===== config.mk =====
export PLATFORM = sky130hd
export DESIGN_NAME = cam_capture_ctrl
export DESIGN_NICKNAME = d
export VERILOG_FILES = /design/src/rtl/cam_capture_ctrl.sv
export SDC_FILE = /design/constraint.sdc
export NUM_CORES = 1
export LEC_CHECK = 0
export BUFFER_PORTS_ARGS = -buffer_cell sky130_fd_sc_hd__buf_2
export CORE_AREA = 3 3 93 140
export DETAILED_ROUTE_END_ITERATION = 10
export DIE_AREA = 0 0 96 143
export SLEW_MARGIN = 0
export SYNTH_ARGS = -nofsm -noshare
export SYNTH_HDL_FRONTEND = slang
export SYNTH_SLANG_ARGS = --single-unit

===== constraint.sdc =====
create_clock -name pclk -period 6.8 [get_ports pclk]
set_input_delay 0.34 -clock pclk [delete_from_list [all_inputs] [get_ports pclk]]
set_output_delay 0.34 -clock pclk [all_outputs]
set_load 0.05 [all_outputs]

===== src/rtl/cam_capture_ctrl.sv =====
// cam_capture_ctrl: sequences multi-frame captures from the raw-byte camera reader.
// Aligns to the first full frame, gates whole frames downstream, checks line
// geometry and reports ok / timeout / abort / geometry status.
// Optional build macro CAM_CAPTURE_DECIMATE_EN adds skip_n and a SKIP state that
// drops skip_n full frames after each captured frame.
module cam_capture_ctrl #(
    parameter int EXP_PIX        = 640,
    parameter int EXP_LINES      = 480,
    parameter int TIMEOUT_CYCLES = 2000000,
    parameter int CNT_W          = 16
) (
    input  logic             pclk,
    input  logic             rst_n,
    input  logic             cmd_valid,
    output logic             cmd_ready,
    input  logic [CNT_W-1:0] cmd_frames,
    input  logic             abort,
    input  logic             vsync,
    output logic             cam_start,
    input  logic             in_valid,
    input  logic [7:0]       in_pixel,
`ifdef CAM_CAPTURE_DECIMATE_EN
    input  logic [3:0]       skip_n,
`endif
    output logic             out_valid,
    output logic [7:0]       out_pixel,
    output logic             out_sof,
    output logic             busy,
    output logic             done,
    output logic             sts_ok,
    output logic             sts_timeout,
    output logic             sts_abort,
    output logic             sts_geom_err,
    output logic [CNT_W-1:0] frames_done
);

    // state   | meaning
    // IDLE    | waiting for a command, cmd_ready high
    // ARM     | reader started, waiting for the end of the current (partial) frame
    // SYNC    | waiting for vsync fall, the start of a full frame
    // CAPTURE | forwarding pixels and checking geometry
    // SKIP    | (decimation builds) dropping skip_n full frames
`ifdef CAM_CAPTURE_DECIMATE_EN
    typedef enum logic [2:0] {S_IDLE, S_ARM, S_SYNC, S_CAPTURE, S_SKIP} state_t;
`else
    typedef enum logic [2:0] {S_IDLE, S_ARM, S_SYNC, S_CAPTURE} state_t;
`endif

    localparam int PIX_W  = $clog2(EXP_PIX + 2);
    localparam int LINE_W = $clog2(EXP_LINES + 2);
    localparam int WD_W   = $clog2(TIMEOUT_CYCLES);
    localparam logic [WD_W-1:0] WD_LOAD = WD_W'(TIMEOUT_CYCLES - 1);

    state_t             state;
    logic               vs_s1, vs_s2, vs_d;
    logic               in_valid_d;
    logic [CNT_W-1:0]   cnt_lat;
    logic [PIX_W-1:0]   pix_cnt;
    logic [LINE_W-1:0]  line_cnt;
    logic [WD_W-1:0]    wd_cnt;
    logic               geom_err;
    logic               sof_pending;
`ifdef CAM_CAPTURE_DECIMATE_EN
    logic [3:0]         skip_lat;
    logic [3:0]         skip_left;
`endif

    logic               vs_rise, vs_fall, in_fall, activity, wd_expired;
    logic               pix_bad, line_bad, frame_err;
    logic [CNT_W-1:0]   frames_nxt;

    assign vs_rise    = vs_s2 & ~vs_d;
    assign vs_fall    = ~vs_s2 & vs_d;
    assign in_fall    = in_valid_d & ~in_valid;
    assign activity   = in_valid | vs_rise | vs_fall;
    assign wd_expired = (wd_cnt == '0) && !activity;
    // A line ending on the frame-end cycle still contributes to the frame verdict.
    assign pix_bad    = in_fall && (pix_cnt != PIX_W'(EXP_PIX));
    assign line_bad   = (line_cnt != LINE_W'(EXP_LINES));
    assign frame_err  = geom_err | pix_bad | line_bad;
    assign frames_nxt = frames_done + CNT_W'(1);

    // vsync synchroniser plus edge-detect register, and in_valid history for line ends
    always_ff @(posedge pclk or negedge rst_n) begin
        if (!rst_n) begin
            vs_s1      <= 1'b0;
            vs_s2      <= 1'b0;
            vs_d       <= 1'b0;
            in_valid_d <= 1'b0;
        end else begin
            vs_s1      <= vsync;
            vs_s2      <= vs_s1;
            vs_d       <= vs_s2;
            in_valid_d <= in_valid;
        end
    end

    // Pixel path: fixed one-cycle latency, valid gated to the CAPTURE state
    always_ff @(posedge pclk or negedge rst_n) begin
        if (!rst_n) begin
            out_pixel <= 8'd0;
            out_valid <= 1'b0;
            out_sof   <= 1'b0;
        end else begin
            out_pixel <= in_pixel;
            out_valid <= in_valid && (state == S_CAPTURE);
            out_sof   <= in_valid && (state == S_CAPTURE) && sof_pending;
        end
    end

    // Capture sequencer: command accept, frame alignment, geometry, watchdog, status
    always_ff @(posedge pclk or negedge rst_n) begin
        if (!rst_n) begin
            state        <= S_IDLE;
            cmd_ready    <= 1'b0;
            busy         <= 1'b0;
            cam_start    <= 1'b0;
            done         <= 1'b0;
            sts_ok       <= 1'b0;
            sts_timeout  <= 1'b0;
            sts_abort    <= 1'b0;
            sts_geom_err <= 1'b0;
            frames_done  <= '0;
            cnt_lat      <= '0;
            pix_cnt      <= '0;
            line_cnt     <= '0;
            wd_cnt       <= '0;
            geom_err     <= 1'b0;
            sof_pending  <= 1'b0;
`ifdef CAM_CAPTURE_DECIMATE_EN
            skip_lat     <= 4'd0;
            skip_left    <= 4'd0;
`endif
        end else begin
            cam_start <= 1'b0;
            done      <= 1'b0;
            if (state == S_IDLE) begin
                cmd_ready <= 1'b1;
                if (cmd_valid && cmd_ready) begin
                    cnt_lat      <= (cmd_frames == '0) ? CNT_W'(1) : cmd_frames;
`ifdef CAM_CAPTURE_DECIMATE_EN
                    skip_lat     <= skip_n;
`endif
                    sts_ok       <= 1'b0;
                    sts_timeout  <= 1'b0;
                    sts_abort    <= 1'b0;
                    sts_geom_err <= 1'b0;
                    frames_done  <= '0;
                    geom_err     <= 1'b0;
                    sof_pending  <= 1'b0;
                    wd_cnt       <= WD_LOAD;
                    cam_start    <= 1'b1;
                    cmd_ready    <= 1'b0;
                    busy         <= 1'b1;
                    state        <= S_ARM;
                end
            end else if (abort) begin
                sts_abort <= 1'b1;
                done      <= 1'b1;
                busy      <= 1'b0;
                cmd_ready <= 1'b1;
                state     <= S_IDLE;
            end else if (wd_expired) begin
                sts_timeout <= 1'b1;
                done        <= 1'b1;
                busy        <= 1'b0;
                cmd_ready   <= 1'b1;
                state       <= S_IDLE;
            end else begin
                wd_cnt <= activity ? WD_LOAD : wd_cnt - WD_W'(1);
                case (state)
                    S_ARM: begin
                        if (vs_rise) state <= S_SYNC;
                    end
                    S_SYNC: begin
                        if (vs_fall) begin
                            pix_cnt     <= '0;
                            line_cnt    <= '0;
                            sof_pending <= 1'b1;
                            state       <= S_CAPTURE;
                        end
                    end
                    S_CAPTURE: begin
                        if (in_valid) begin
                            pix_cnt <= pix_cnt + PIX_W'(1);
                            if (sof_pending) sof_pending <= 1'b0;
                        end else if (in_fall) begin
                            if (pix_bad) geom_err <= 1'b1;
                            line_cnt <= line_cnt + LINE_W'(1);
                            pix_cnt  <= '0;
                        end
                        if (vs_rise) begin
                            geom_err    <= frame_err;
                            frames_done <= frames_nxt;
                            if (frames_nxt == cnt_lat) begin
                                sts_ok       <= !frame_err;
                                sts_geom_err <= frame_err;
                                done         <= 1'b1;
                                busy         <= 1'b0;
                                cmd_ready    <= 1'b1;
                                state        <= S_IDLE;
`ifdef CAM_CAPTURE_DECIMATE_EN
                            end else if (skip_lat != 4'd0) begin
                                skip_left <= skip_lat;
                                state     <= S_SKIP;
`endif
                            end else begin
                                state <= S_SYNC;
                            end
                        end
                    end
`ifdef CAM_CAPTURE_DECIMATE_EN
                    S_SKIP: begin
                        if (vs_rise) begin
                            skip_left <= skip_left - 4'd1;
                            if (skip_left == 4'd1) state <= S_SYNC;
                        end
                    end
`endif
                    default: state <= S_IDLE;
                endcase
            end
        end
    end

endmodule


==> results.md <==
- The flow ran to the end, and the final reports show no timing, DRC or antenna violations.
- The worst setup path is of the reg -> reg kind.
- The cell area reported after detailed placement is 5740 sq um.
- Dividing total power by cell area gives a power density of 320 nW/um^2.
- The floorplan step set the die height to 143 microns.
- In the finished design, the share of the clock period the worst path needs comes to 46.4%.
- The post-layout minimum cycle time is 3.16 ns.
- The first global-routing pass estimated 22500 microns of wire.
- Measured along the x axis, the die boundary spans 96 microns.
- The prevailing post-synth register cell is sky130_fd_sc_hd__dfrtp_1.
- The port buffer count is 63.
- The remaining antenna violation count is 0.
- TritonCTS built the clock tree.
- The setup slack of the most critical reg-to-reg path is 3.64 ns.
- The slowest cell on the critical path is sky130_fd_sc_hd__or3_4.
- Prior to clock tree synthesis, the placed netlist has a worst setup slack of 3.69 ns.
- The H-tree was split into 3 levels.
- Once detailed placement completed, the half-perimeter wirelength came to 9870 microns.
- The count of pins over their slew limit is 0.
- The placement row count is 49.
- The number of antenna diodes in the final layout is 0.
- Dividing the synthesized area by the synthesized cell count gives 9.16 sq um.
- The worst-case IR drop observed on VDD is 154 uV.
- The area of the mapped netlist is 5340 sq um.
- 64 I/O pins were placed.
- The kind of end point of the critical path is a flop.
- Hold repair after CTS inserted 0 buffers.
- After synthesis, the largest family of logic cells by area is simple AND/OR/NAND/NOR gates.
- For the final routed database, the setup TNS stands at 0 ns.
- The number of antenna violations at the first check in global routing is 0.
- The proportion of synthesized area in mux cells is 0.375%.
- Summing the areas of all fa, ha and maj instances in the mapped netlist gives 2.81% of the synthesized area.
- The count of cells in the finished layout, fillers not included, comes to 790.
- Of the total power, registers draw 39.3%.
- The leakage power is 2.62 nW.
- The count of clock tree sinks is 98.
- Measured in cells, the most critical reg-to-reg path has a length of 8.
- The min-delay analysis places its worst path in the category in -> async.
- After synthesis, the netlist uses 61 different library cells.
- Of the total power, combinational logic draws 34.6%.
- The first-iteration detailed-routing DRC count is 269.
- The number of enable flip-flop cells after synthesis is 0.
- Across the routed clock network, the largest skew measured is 0.00590 ns.
- Across every metal layer, demand over resource in global routing totals 21.0%.
- The simple-gate portion of the synthesized area is 24.9%.
- At the pin with the least slew margin, the transition time is 0.923 ns.
- The later pin in the worst-skew pair is clocked with a latency of 0.34 ns.
- The floorplan step defined a die boundary enclosing 13700 sq um.
- After Yosys synthesis, XOR and XNOR cells account for 7.48% of the synthesized area.
- Routability-driven placement finished with a final weighted congestion of 0.860.
- The vias after detailed routing is 4555.
- The number of instances resized during post-cts repair is 0.
- In this design, the largest share of critical-path delay is due to simple AND/OR/NAND/NOR gates.
- The remaining global-route overflow is 0.
- Along the worst path, the maximum fanout reaches 27.
- STA classifies the critical path startpoint as a flop.
- The core outline area is 12000 sq um.
- The clock network burns 26.1% of the power.
- For this design the total switching power over the nets is 0.753 mW.
- Walking the worst path, the cells encountered are inv_1 -> ha_1 -> buf_4 -> or2_2 -> a21o_1 -> or3_4 -> or4_1 -> a21oi_1.
- The worst slew slack as a fraction of its limit is 38.3%.
- The synthesized netlist devotes 15.0% of its cell area to compound gates.
- The final number of hold-violating endpoints is 0.
- The final net count is 675.
- The number of synthesized register bits is 98.
- Data on the critical path is required at its endpoint by 7.05 ns.
- Buffers inserted during clock tree synthesis total 9.
- The first detailed-routing pass ran for 5 iterations.
- The area growth from synthesis to final layout is 13.0%.
- The maximum cell stage delay along the critical path is 0.56 ns.
- Setup repair after global routing left no endpoint under its margin.
- Setup violations remaining at the end of the flow were counted as 0.
- The share of layout cells above drive strength 1 is 15.2%.
- The synthesized instance count is 583.
- The net count after synthesis is 625.
- The number of buffers and inverters on the critical path is 2.
- The worst register-to-register path ends at line_cnt[8].
- After detailed routing, the average wire length per cell comes to 17.2 microns.
- Data on the critical path arrives at its endpoint at 3.41 ns.
- The total number of yosys warnings is 0.
- Summing all non-filler instances in the final layout gives an area of 6030 sq um.
- After layout, the design draws a total of 1.93 mW.
- Entering global routing, the biggest net connects 51 pins.
- The internal portion of the total power is 1.18 mW.
- The number of post-CTS setup repair buffers is 0.
- The via count of the first global-routing pass came to 4537.
- The root buffer cell is sky130_fd_sc_hd__clkbuf_16.
- The cell total after placement is 775.
- The max-capacitance violation count is 0.
- The share of synthesized flip-flops with an asynchronous set or reset is 100%.
- After clock tree synthesis, the clock-pin slew on the worst setup and hold paths is 0.06 ns.
- Of the total power, the share spent switching nets is 39.0%.
- No sink is reached through more buffers than the 2 on the longest clock path.
- Wires add up to 13600 microns.
- The worst register-to-register path begins at state[0].
- For this run, the top clock speed supported by timing is 317 MHz.
- The sequential fraction of the synthesis area is 45.9%.
- The initial utilization of the core area, before any placement, comes to 44.6%.
- After layout, the worst setup slack is 3.64 ns.
- The detail-routed via count per cell is 5.77.
- The DRC violation count after routing is 0.
## per-layer routing
metal | part of all wire [%] | vias to the layer above | track usage (%) | routed length (microns)
li1 | - | 2178 | - | -
met1 | 41 | 2220 | 25.5 | 5590
met2 | 52 | 134 | 36.6 | 7010
met3 | 5.0 | 23 | 3.58 | 683
met4 | 2.1 | 0 | 7.72 | 283
met5 | 0 | - | 0 | 0
## through the flow
step / hold WS [ns] / utilization [%]
final: 0.00708 / 50.4
after global routing: 0.0648 / 50.4
after CTS: 0.0398 / 50.4
after detailed placement: 0.335 / 48.0
after global placement: 0.331 / 48.0
after floorplan: 0.0444 / -
## cells in the final DEF, fill, tap and decap left out, types with 3 or more instances in the layout
cell / Yosys / final
sky130_fd_sc_hd__clkbuf_16: 0 / 9
sky130_fd_sc_hd__o31ai_1: 8 / 8
sky130_fd_sc_hd__o41ai_1: 5 / 5
sky130_fd_sc_hd__nor3_1: 20 / 20
sky130_fd_sc_hd__nor2b_1: 7 / 7
sky130_fd_sc_hd__inv_1: 15 / 15
sky130_fd_sc_hd__nand2b_1: 8 / 8
sky130_fd_sc_hd__xnor2_1: 32 / 32
sky130_fd_sc_hd__nor4_1: 17 / 17
sky130_fd_sc_hd__or3_1: 5 / 5
sky130_fd_sc_hd__or2_2: 3 / 3
sky130_fd_sc_hd__buf_2: 4 / 62
sky130_fd_sc_hd__a31oi_1: 7 / 7
sky130_fd_sc_hd__o211ai_1: 4 / 4
sky130_fd_sc_hd__buf_4: 2 / 5
sky130_fd_sc_hd__dfrtp_1: 98 / 98
sky130_fd_sc_hd__o21ai_0: 30 / 30
sky130_fd_sc_hd__and3_1: 10 / 10
sky130_fd_sc_hd__a211oi_1: 6 / 6
sky130_fd_sc_hd__nand2_1: 89 / 89
sky130_fd_sc_hd__a21o_1: 4 / 4
sky130_fd_sc_hd__a2111oi_0: 4 / 4
sky130_fd_sc_hd__xor2_1: 11 / 11
sky130_fd_sc_hd__a21oi_1: 25 / 25
sky130_fd_sc_hd__nand3_1: 17 / 17
sky130_fd_sc_hd__nor2_1: 54 / 54
sky130_fd_sc_hd__o31a_1: 4 / 4
sky130_fd_sc_hd__or4_1: 4 / 4
sky130_fd_sc_hd__nor3b_1: 4 / 4
sky130_fd_sc_hd__nand4_1: 13 / 13
sky130_fd_sc_hd__ha_1: 12 / 12
## layout make-up
type / instances / area [sq um]
clock buffer: 12 / 246
clock inverter: 3 / 40.0
fill: 1133 / 5920
inverter: 15 / 56.3
multi-input combinational: 442 / 2700
sequential: 98 / 2450
tap: 153 / 191
timing repair buffer: 67 / 348
## cells by family (layout without fill, tap and decap cells)
group	count (synthesis)	count (layout)
compound gates	118	118
fa+ha+maj	12	12
simple gates	266	266
xor+xnor	44	44
buf+inv	43	97
mux	2	2
flops	98	98
## state kept, by name (all words and copies together), names as in the netlist, 2 cells and up
register     count
cnt_lat         16
frames_done     16
line_cnt         9
out_pixel        8
pix_cnt         10
state            2
wd_cnt          21
## Yosys cell counts (3+ instances only)
cell	instances	area, sq um
sky130_fd_sc_hd__nand2b_1	8	50.1
sky130_fd_sc_hd__nor3_1	20	100
sky130_fd_sc_hd__nor2b_1	7	43.8
sky130_fd_sc_hd__buf_2	4	20.0
sky130_fd_sc_hd__nand3_1	17	85.1
sky130_fd_sc_hd__xnor2_1	32	280
sky130_fd_sc_hd__nand2_1	89	334
sky130_fd_sc_hd__o41ai_1	5	43.8
sky130_fd_sc_hd__nor4_1	17	106
sky130_fd_sc_hd__or4_1	4	30.0
sky130_fd_sc_hd__dfrtp_1	98	2450
sky130_fd_sc_hd__nor2_1	54	203
sky130_fd_sc_hd__inv_1	15	56.3
sky130_fd_sc_hd__a211oi_1	6	45.0
sky130_fd_sc_hd__or3_1	5	31.3
sky130_fd_sc_hd__a31oi_1	7	43.8
sky130_fd_sc_hd__a2111oi_0	4	35.0
sky130_fd_sc_hd__xor2_1	11	96.3
sky130_fd_sc_hd__o211ai_1	4	30.0
sky130_fd_sc_hd__o21ai_0	30	150
sky130_fd_sc_hd__nand4_1	13	81.3
sky130_fd_sc_hd__a21oi_1	25	125
sky130_fd_sc_hd__a21o_1	4	30.0
sky130_fd_sc_hd__and3_1	10	62.6
sky130_fd_sc_hd__nor3b_1	4	30.0
sky130_fd_sc_hd__ha_1	12	150
sky130_fd_sc_hd__o31ai_1	8	60.1
sky130_fd_sc_hd__o31a_1	4	35.0
sky130_fd_sc_hd__clkbuf_1	19	71.3
sky130_fd_sc_hd__or2_2	3	18.8
## power by group through the flow
| stage | registers [mW] | clock network, mW | logic [mW] |
|---|---|---|---|
| 2_1_floorplan | 0.821 | 0 | 0.420 |
| 3_3_place_gp | 0.765 | 0 | 0.653 |
| 3_5_place_dp | 0.768 | 0 | 0.664 |
| 4_1_cts | 0.758 | 0.517 | 0.668 |
| 5_1_grt | 0.771 | 0.545 | 0.742 |
| 6_report | 0.758 | 0.503 | 0.667 |
## how the worst max path moves through the flow
stage                    from            to  slack, ns  cells past startpoint
3_5_place_dp         state[0]   line_cnt[8]       3.69                      8
5_1_grt              state[1]   line_cnt[7]       3.46                      8
2_1_floorplan  frames_done[0]  sts_geom_err       4.01                      7
6_report             state[0]   line_cnt[8]       3.64                      8
4_1_cts              state[0]   line_cnt[8]       3.68                      8
3_3_place_gp         state[0]   line_cnt[8]       3.80                      8
Note: power is estimated with default switching activity, not from simulation.
